--- src/rtl/wb_mux_wdt_pkg.sv ---
`default_nettype none
// ============================================================================
// Module      : wb_mux_wdt_pkg
// Description : Shared types, Wishbone cycle-type constants and width helpers
//               for the watchdog-protected 1:N Wishbone mux.
// Revision    : 1.0 - initial release
// ============================================================================
package wb_mux_wdt_pkg;

    // Mux control states; explicit 2-bit encoding
    typedef enum logic [1:0] {
        IDLE   = 2'd0,
        ACTIVE = 2'd1,
        DECERR = 2'd2,
        ABORT  = 2'd3
    } state_e;

    // Wishbone B3 cycle type identifiers
    localparam logic [2:0] c_cti_classic = 3'b000;
    localparam logic [2:0] c_cti_const   = 3'b001;
    localparam logic [2:0] c_cti_incr    = 3'b010;
    localparam logic [2:0] c_cti_eob     = 3'b111;

    // Index width that stays at least one bit for a single-slave build
    function automatic int unsigned idx_width(input int unsigned n);
        return (n <= 1) ? 1 : $clog2(n);
    endfunction

    // Watchdog counter width; a disabled watchdog still keeps a 1-bit register
    function automatic int unsigned wdt_width(input int unsigned t);
        return (t == 0) ? 1 : $clog2(t + 1);
    endfunction

endpackage
`default_nettype wire

--- src/rtl/wb_mux_decode.sv ---
`default_nettype none
// ============================================================================
// Module      : wb_mux_decode
// Description : Priority address decoder. Slave i hits when
//               (adr & mask_i) == addr_i; the lowest hitting index wins.
// Revision    : 1.0 - initial release
// ============================================================================
module wb_mux_decode
    import wb_mux_wdt_pkg::*;
#(
    parameter int unsigned              AW         = 32,
    parameter int unsigned              NUM_SLAVES = 4,
    parameter logic [NUM_SLAVES*AW-1:0] MATCH_ADDR = '0,
    parameter logic [NUM_SLAVES*AW-1:0] MATCH_MASK = '0
) (
    input  logic [AW-1:0]                      adr,
    output logic                               hit,
    output logic [idx_width(NUM_SLAVES)-1:0]   idx
);

    localparam int unsigned IW = idx_width(NUM_SLAVES);

    // Scan from the top down so the lowest matching index is the last writer
    always_comb begin
        hit = 1'b0;
        idx = '0;
        for (int i = NUM_SLAVES - 1; i >= 0; i--) begin
            if ((adr & MATCH_MASK[i*AW +: AW]) == MATCH_ADDR[i*AW +: AW]) begin
                hit = 1'b1;
                idx = IW'(i);
            end
        end
    end

endmodule
`default_nettype wire

--- src/rtl/wb_mux_wdt.sv ---
`default_nettype none
// ============================================================================
// Module      : wb_mux_wdt
// Description : Registered 1-master to N-slave Wishbone B3 mux with
//               decode-miss error, burst slave lock and a per-access
//               watchdog that aborts a stalled access with an err pulse.
// Revision    : 1.0 - initial release
// ============================================================================
module wb_mux_wdt
    import wb_mux_wdt_pkg::*;
#(
    parameter int unsigned              AW             = 32,
    parameter int unsigned              DW             = 32,
    parameter int unsigned              NUM_SLAVES     = 4,
    parameter logic [NUM_SLAVES*AW-1:0] MATCH_ADDR     = '0,
    parameter logic [NUM_SLAVES*AW-1:0] MATCH_MASK     = '0,
    parameter int unsigned              TIMEOUT_CYCLES = 256
) (
    input  logic                         wb_clk_i,
    input  logic                         wb_rst_ni,
    input  logic [AW-1:0]                wbm_adr_i,
    input  logic [DW-1:0]                wbm_dat_i,
    input  logic [DW/8-1:0]              wbm_sel_i,
    input  logic                         wbm_we_i,
    input  logic                         wbm_cyc_i,
    input  logic                         wbm_stb_i,
    input  logic [2:0]                   wbm_cti_i,
    input  logic [1:0]                   wbm_bte_i,
    output logic [DW-1:0]                wbm_dat_o,
    output logic                         wbm_ack_o,
    output logic                         wbm_err_o,
    output logic                         wbm_rty_o,
    output logic [NUM_SLAVES*AW-1:0]     wbs_adr_o,
    output logic [NUM_SLAVES*DW-1:0]     wbs_dat_o,
    output logic [NUM_SLAVES*DW/8-1:0]   wbs_sel_o,
    output logic [NUM_SLAVES-1:0]        wbs_we_o,
    output logic [NUM_SLAVES-1:0]        wbs_cyc_o,
    output logic [NUM_SLAVES-1:0]        wbs_stb_o,
    output logic [NUM_SLAVES*3-1:0]      wbs_cti_o,
    output logic [NUM_SLAVES*2-1:0]      wbs_bte_o,
    input  logic [NUM_SLAVES*DW-1:0]     wbs_dat_i,
    input  logic [NUM_SLAVES-1:0]        wbs_ack_i,
    input  logic [NUM_SLAVES-1:0]        wbs_err_i,
    input  logic [NUM_SLAVES-1:0]        wbs_rty_i,
    output logic                         timeout_o
);

    localparam int unsigned IW = idx_width(NUM_SLAVES);
    localparam int unsigned WW = wdt_width(TIMEOUT_CYCLES);
    localparam bit          c_wdt_en   = (TIMEOUT_CYCLES != 0);
    localparam logic [WW-1:0] c_wdt_last =
        WW'((TIMEOUT_CYCLES > 0) ? (TIMEOUT_CYCLES - 1) : 0);

    state_e          r_state, w_state_nxt;
    logic [IW-1:0]   r_sel_idx, w_sel_nxt;
    logic [WW-1:0]   r_wdt, w_wdt_nxt;

    logic            w_dec_hit;
    logic [IW-1:0]   w_dec_idx;
    logic            w_active;
    logic            w_live;
    logic [DW-1:0]   w_sel_dat;
    logic            w_sel_ack, w_sel_err, w_sel_rty;
    logic            w_resp;
    logic            w_burst;

    wb_mux_decode #(
        .AW         (AW),
        .NUM_SLAVES (NUM_SLAVES),
        .MATCH_ADDR (MATCH_ADDR),
        .MATCH_MASK (MATCH_MASK)
    ) u_decode (
        .adr (wbm_adr_i),
        .hit (w_dec_hit),
        .idx (w_dec_idx)
    );

    // Address/data/control are broadcast; only cyc/stb are steered
    generate
        for (genvar i = 0; i < NUM_SLAVES; i++) begin : g_slot
            assign wbs_adr_o[i*AW +: AW]       = wbm_adr_i;
            assign wbs_dat_o[i*DW +: DW]       = wbm_dat_i;
            assign wbs_sel_o[i*DW/8 +: DW/8]   = wbm_sel_i;
            assign wbs_we_o[i]                 = wbm_we_i;
            assign wbs_cti_o[i*3 +: 3]         = wbm_cti_i;
            assign wbs_bte_o[i*2 +: 2]         = wbm_bte_i;
            assign wbs_cyc_o[i] = w_live & (r_sel_idx == IW'(i));
            assign wbs_stb_o[i] = w_live & wbm_stb_i & (r_sel_idx == IW'(i));
        end
    endgenerate

    assign w_active = (r_state == ACTIVE);
    // A locked slave only sees cyc while the master holds cyc, so its
    // responses are ignored whenever its cyc is low
    assign w_live   = w_active & wbm_cyc_i;

    // Pick the locked slave's data and response lines
    always_comb begin
        w_sel_dat = '0;
        w_sel_ack = 1'b0;
        w_sel_err = 1'b0;
        w_sel_rty = 1'b0;
        for (int i = 0; i < NUM_SLAVES; i++) begin
            if (r_sel_idx == IW'(i)) begin
                w_sel_dat = wbs_dat_i[i*DW +: DW];
                w_sel_ack = wbs_ack_i[i];
                w_sel_err = wbs_err_i[i];
                w_sel_rty = wbs_rty_i[i];
            end
        end
    end

    assign w_resp  = w_live & (w_sel_ack | w_sel_err | w_sel_rty);
    assign w_burst = (wbm_cti_i == c_cti_const) || (wbm_cti_i == c_cti_incr);

    assign wbm_dat_o = w_active ? w_sel_dat : '0;
    assign wbm_ack_o = w_live & w_sel_ack;
    assign wbm_rty_o = w_live & w_sel_rty;
    assign wbm_err_o = (w_live & w_sel_err) | (r_state == DECERR) | (r_state == ABORT);
    assign timeout_o = (r_state == ABORT);

    // State, slave lock and watchdog registers
    always_ff @(posedge wb_clk_i or negedge wb_rst_ni) begin
        if (!wb_rst_ni) begin
            r_state   <= IDLE;
            r_sel_idx <= '0;
            r_wdt     <= '0;
        end else begin
            r_state   <= w_state_nxt;
            r_sel_idx <= w_sel_nxt;
            r_wdt     <= w_wdt_nxt;
        end
    end

    // Next-state: decode on a new access, hold lock through bursts, and
    // abort when the wait counter expires without a response
    always_comb begin
        w_state_nxt = r_state;
        w_sel_nxt   = r_sel_idx;
        w_wdt_nxt   = r_wdt;
        case (r_state)
            IDLE: begin
                w_wdt_nxt = '0;
                if (wbm_cyc_i && wbm_stb_i) begin
                    if (w_dec_hit) begin
                        w_state_nxt = ACTIVE;
                        w_sel_nxt   = w_dec_idx;
                    end else begin
                        w_state_nxt = DECERR;
                    end
                end
            end
            ACTIVE: begin
                if (!wbm_cyc_i) begin
                    w_state_nxt = IDLE;
                    w_wdt_nxt   = '0;
                end else if (w_resp) begin
                    // A response in the expiry cycle still wins over abort
                    w_wdt_nxt = '0;
                    if (!w_burst) begin
                        w_state_nxt = IDLE;
                    end
                end else if (wbm_stb_i && c_wdt_en) begin
                    if (r_wdt == c_wdt_last) begin
                        w_state_nxt = ABORT;
                        w_wdt_nxt   = '0;
                    end else if (r_wdt != '1) begin
                        w_wdt_nxt = r_wdt + 1'b1;
                    end
                end
            end
            DECERR, ABORT: begin
                w_state_nxt = IDLE;
                w_wdt_nxt   = '0;
            end
            default: begin
                w_state_nxt = IDLE;
                w_wdt_nxt   = '0;
            end
        endcase
    end

endmodule
`default_nettype wire

--- config.mk ---
export PLATFORM = sky130hd
export DESIGN_NAME = wb_mux_wdt
export DESIGN_NICKNAME = d
export VERILOG_FILES = /design/src/rtl/wb_mux_wdt_pkg.sv /design/src/rtl/wb_mux_decode.sv /design/src/rtl/wb_mux_wdt.sv
export SDC_FILE = /design/constraint.sdc
export NUM_CORES = 1
export LEC_CHECK = 0
export CORE_AREA = 2 2 215 217
export CTS_BUF_LIST = sky130_fd_sc_hd__clkbuf_8 sky130_fd_sc_hd__clkbuf_16
export DETAILED_ROUTE_END_ITERATION = 12
export DIE_AREA = 0 0 217 219
export HOLD_SLACK_MARGIN = 0.12
export SYNTH_ARGS = -nofsm -noshare
export SYNTH_HDL_FRONTEND = slang
export SYNTH_HIERARCHICAL = 1
export SYNTH_SLANG_ARGS = --single-unit
export TNS_END_PERCENT = 50
--- constraint.sdc ---
create_clock -name wb_clk_i -period 5.8 [get_ports wb_clk_i]
set_clock_uncertainty 0.2 [all_clocks]
set_input_delay 1.45 -clock wb_clk_i [delete_from_list [all_inputs] [get_ports wb_clk_i]]
set_output_delay 1.45 -clock wb_clk_i [all_outputs]
set_load 0.02 [all_outputs]
==> flow_summary.yaml <==
run_status:
  status: "complete, no violations"
logic_synthesis:
  synthMuxAreaShare: 0.201
  async_reset_ff_frac: 1.00
  syn_area_sq_mm: 0.00409
  synth-xor-area-share: 0.00643
  synthTopCellsByArea: "buf_4, mux4_2, dfrtp_1"
  synth-seq-cells: 13
  synth_top_family_by_area: "buffers and inverters"
  yosys.area_share.simple: 0.109
  synth_enable_flop_cells: 0
  synth_top_area_share: 0.549
  synth_ff_type: "dfrtp_1"
  yosysSeqAreaShare: 0.0796
  syn_inst: 468
  synthAdderAreaFrac: 0.00306
  synth_compound_area_frac: 0.0291
  yosys_warnings: 6
  avgSynthCellArea_sq_um: 8.74
  yosysUniqueCellTypes: 40
  synth_area_leader_cell: "buf_4"
floorplan:
  ios: 558
  die_y_microns: 219
  die_w_microns: 217
  rows: 78
  fp.dieArea_sq_mm: 0.0475
  core_area_sq_mm: 0.0451
  initial_utilization: 0.0907
setup_path:
  cp-end-kind: "output port"
  cp_num_buf_inv: 2
  critPathMostFrequentCell: "clkdlybuf4s50_1"
  worstPathMaxFanout: 8
  critPathLaunchType: "input port"
  critPathTopFamily: "buffers and inverters"
  worstSetupPathType: "input port to output port"
  crit_chain: "clkdlybuf4s50_1 > nand3b_1 > nor3_1 > clkdlybuf4s50_1"
  reg2reg_slack_ns: 3.19
  crit_slowest_cell: "clkdlybuf4s50_1"
  required_ns: 4.15
  crit_arrival_ns: 3.51
  crit_path_max_incr_delay_ns: 0.66
final_layout:
  syn_to_final_growth_pct: 13.9
  mostFrequentLayoutCell: "clkdlybuf4s50_1"
  drive_gt1_frac: 0.140
  antenna_cells: 0
  nets: 585
  final_cell_mix: "clkdlybuf4s50_1, mux4_2, nor2b_1"
timing:
  max_freq_mhz: 194
  hold_viol: 0
  setup_tns_ns: 0
  slew_violations: 0
  finalCriticalPeriod_ns: 5.16
  worst_slack_ns: 0.636
  rsz0062_at_grt: "false"
  setup_viol: 0
  worst_slew_pin_slew_ns: 0.927
  timing.final.crit_share: 0.890
  relSlewSlack: 0.382
routing:
  drtIter0Drc: 35
  vias: 2467
  remaining_drc_errors: 0
  routedWlPerCell_microns: 12.0
  routed_via_density: 2.56
  final_antenna_net_count: 0
  routed_wl_mm: 11.5
  drtPass1Iterations: 4
cts:
  clock_sinks: 13
  ctsHoldBuffers: 0
  clk_pin_slew_ns: 0.04
  cts_resized: 0
  h-tree-depth: 1
  cts_tree: "yes"
  clkLatencyLatePin_ns: 0.25
  cts_buffers: 3
  clock_tree.buffer_depth: 2
  post-cts-setup-buffers: 0
  root_buffer: "clkbuf_16"
pwr:
  powerDensity_mw_per_mm2: 146
  irDropWorstVdd_uv: 71.7
  leakagePower_nw: 1.41
  total_power_uw: 680
placement:
  hpwl_mm: 10.2
  place_congestion: 0.715
  place_ws_ns: 0.533
  io_buffers: 202
global_routing:
  grt_max_degree: 43
  antenna_found_initial: 2
  grt_pass1_vias: 2804
  grt_remaining_overflow: 0
  grt_use_total: 0.0462
  grt_pass1_wl_mm: 16.4
worst_hold_path:
  hp-class: "flop to flop"
run:
  max-cap-violations: 0
## sequential cells by signal, indices dropped and copies added, names as in the netlist
signal	count
r_wdt	9
r_sel_idx	2
r_state	2
## cells in the mapped netlist (all sizes together), types with 2 or more instances
master / instances
nand2b: 3
inv: 3
a21oi: 3
xnor2: 2
or3: 2
conb: 2
nor2: 14
clkbuf: 10
mux4: 35
dfrtp: 13
nor3b: 2
buf: 304
nand4: 4
nor3: 3
nand3: 3
nor2b: 34
nand2: 7
o21ai: 3
mux2: 2
and3: 2
o31ai: 2
## cell families after synthesis
family                   Yosys count
other                              2
multiplexers                      38
buffers and inverters            317
adder cells (fa/ha/maj)            1
AO/OA/AOI/OAI                     16
XOR/XNOR                           3
flip-flops                        13
AND/OR/NAND/NOR                   78
## worst register-to-register path: stages, from the launching register on
cell	delay [ns]
dfrtp_2	0.80
mux4_2	0.60
or4_4	0.60
nand2b_4	0.19
a211oi_2	0.13
## power breakdown
| part | internal (mW) | switching, mW |
|---|---|---|
| registers | 0.0958 | 0.0534 |
| clock network | 0.0918 | 0.0396 |
| logic | 0.282 | 0.117 |
## routing by layer
layer,GRT usage,vias up,wire [microns],share of wire
met1,0.0396,1098,3480,0.30
li1,-,1040,-,-
met2,0.0751,259,5350,0.46
met5,0,-,0,0
met4,0.0356,0,807,0.070
met3,0.0320,70,1910,0.17
## area by class of cell
type	count	area, sq um
Tap cell	600	751
Multi-Input combinational cell	139	1440
Inverter	3	11.3
Clock buffer	3	75.1
Fill cell	5226	40400
Timing Repair Buffer	206	2050
Sequential cell	13	328
Clock inverter	1	5.00
## final timing paths
kind	from	to	cells past startpoint
setup / recovery	wbm_cyc_i	wbs_stb_o[0]	4
max in group asynchronous	wb_rst_ni	r_sel_idx[1]	1
hold / removal	r_wdt[1]	r_wdt[1]	2
setup reg to reg	r_sel_idx[0]	r_wdt[5]	4
hold reg to reg	r_wdt[1]	r_wdt[1]	2
min in group asynchronous	wb_rst_ni	r_wdt[6]	1
## through the flow
| stage | cells | utilization | hold WS [ns] | instance area [sq um] |
|---|---|---|---|---|
| CTS | 965 | 0.103 | 0.380 | 4660 |
| global route | 965 | 0.103 | 0.409 | 4660 |
| global placement | 961 | 0.102 | 0.342 | 4580 |
| floorplan | 469 | - | 0.317 | 4090 |
| finish | 965 | 0.103 | 0.377 | 4660 |
| detailed placement | 961 | 0.102 | 0.371 | 4580 |
Note: power is estimated with default switching activity, not from simulation.
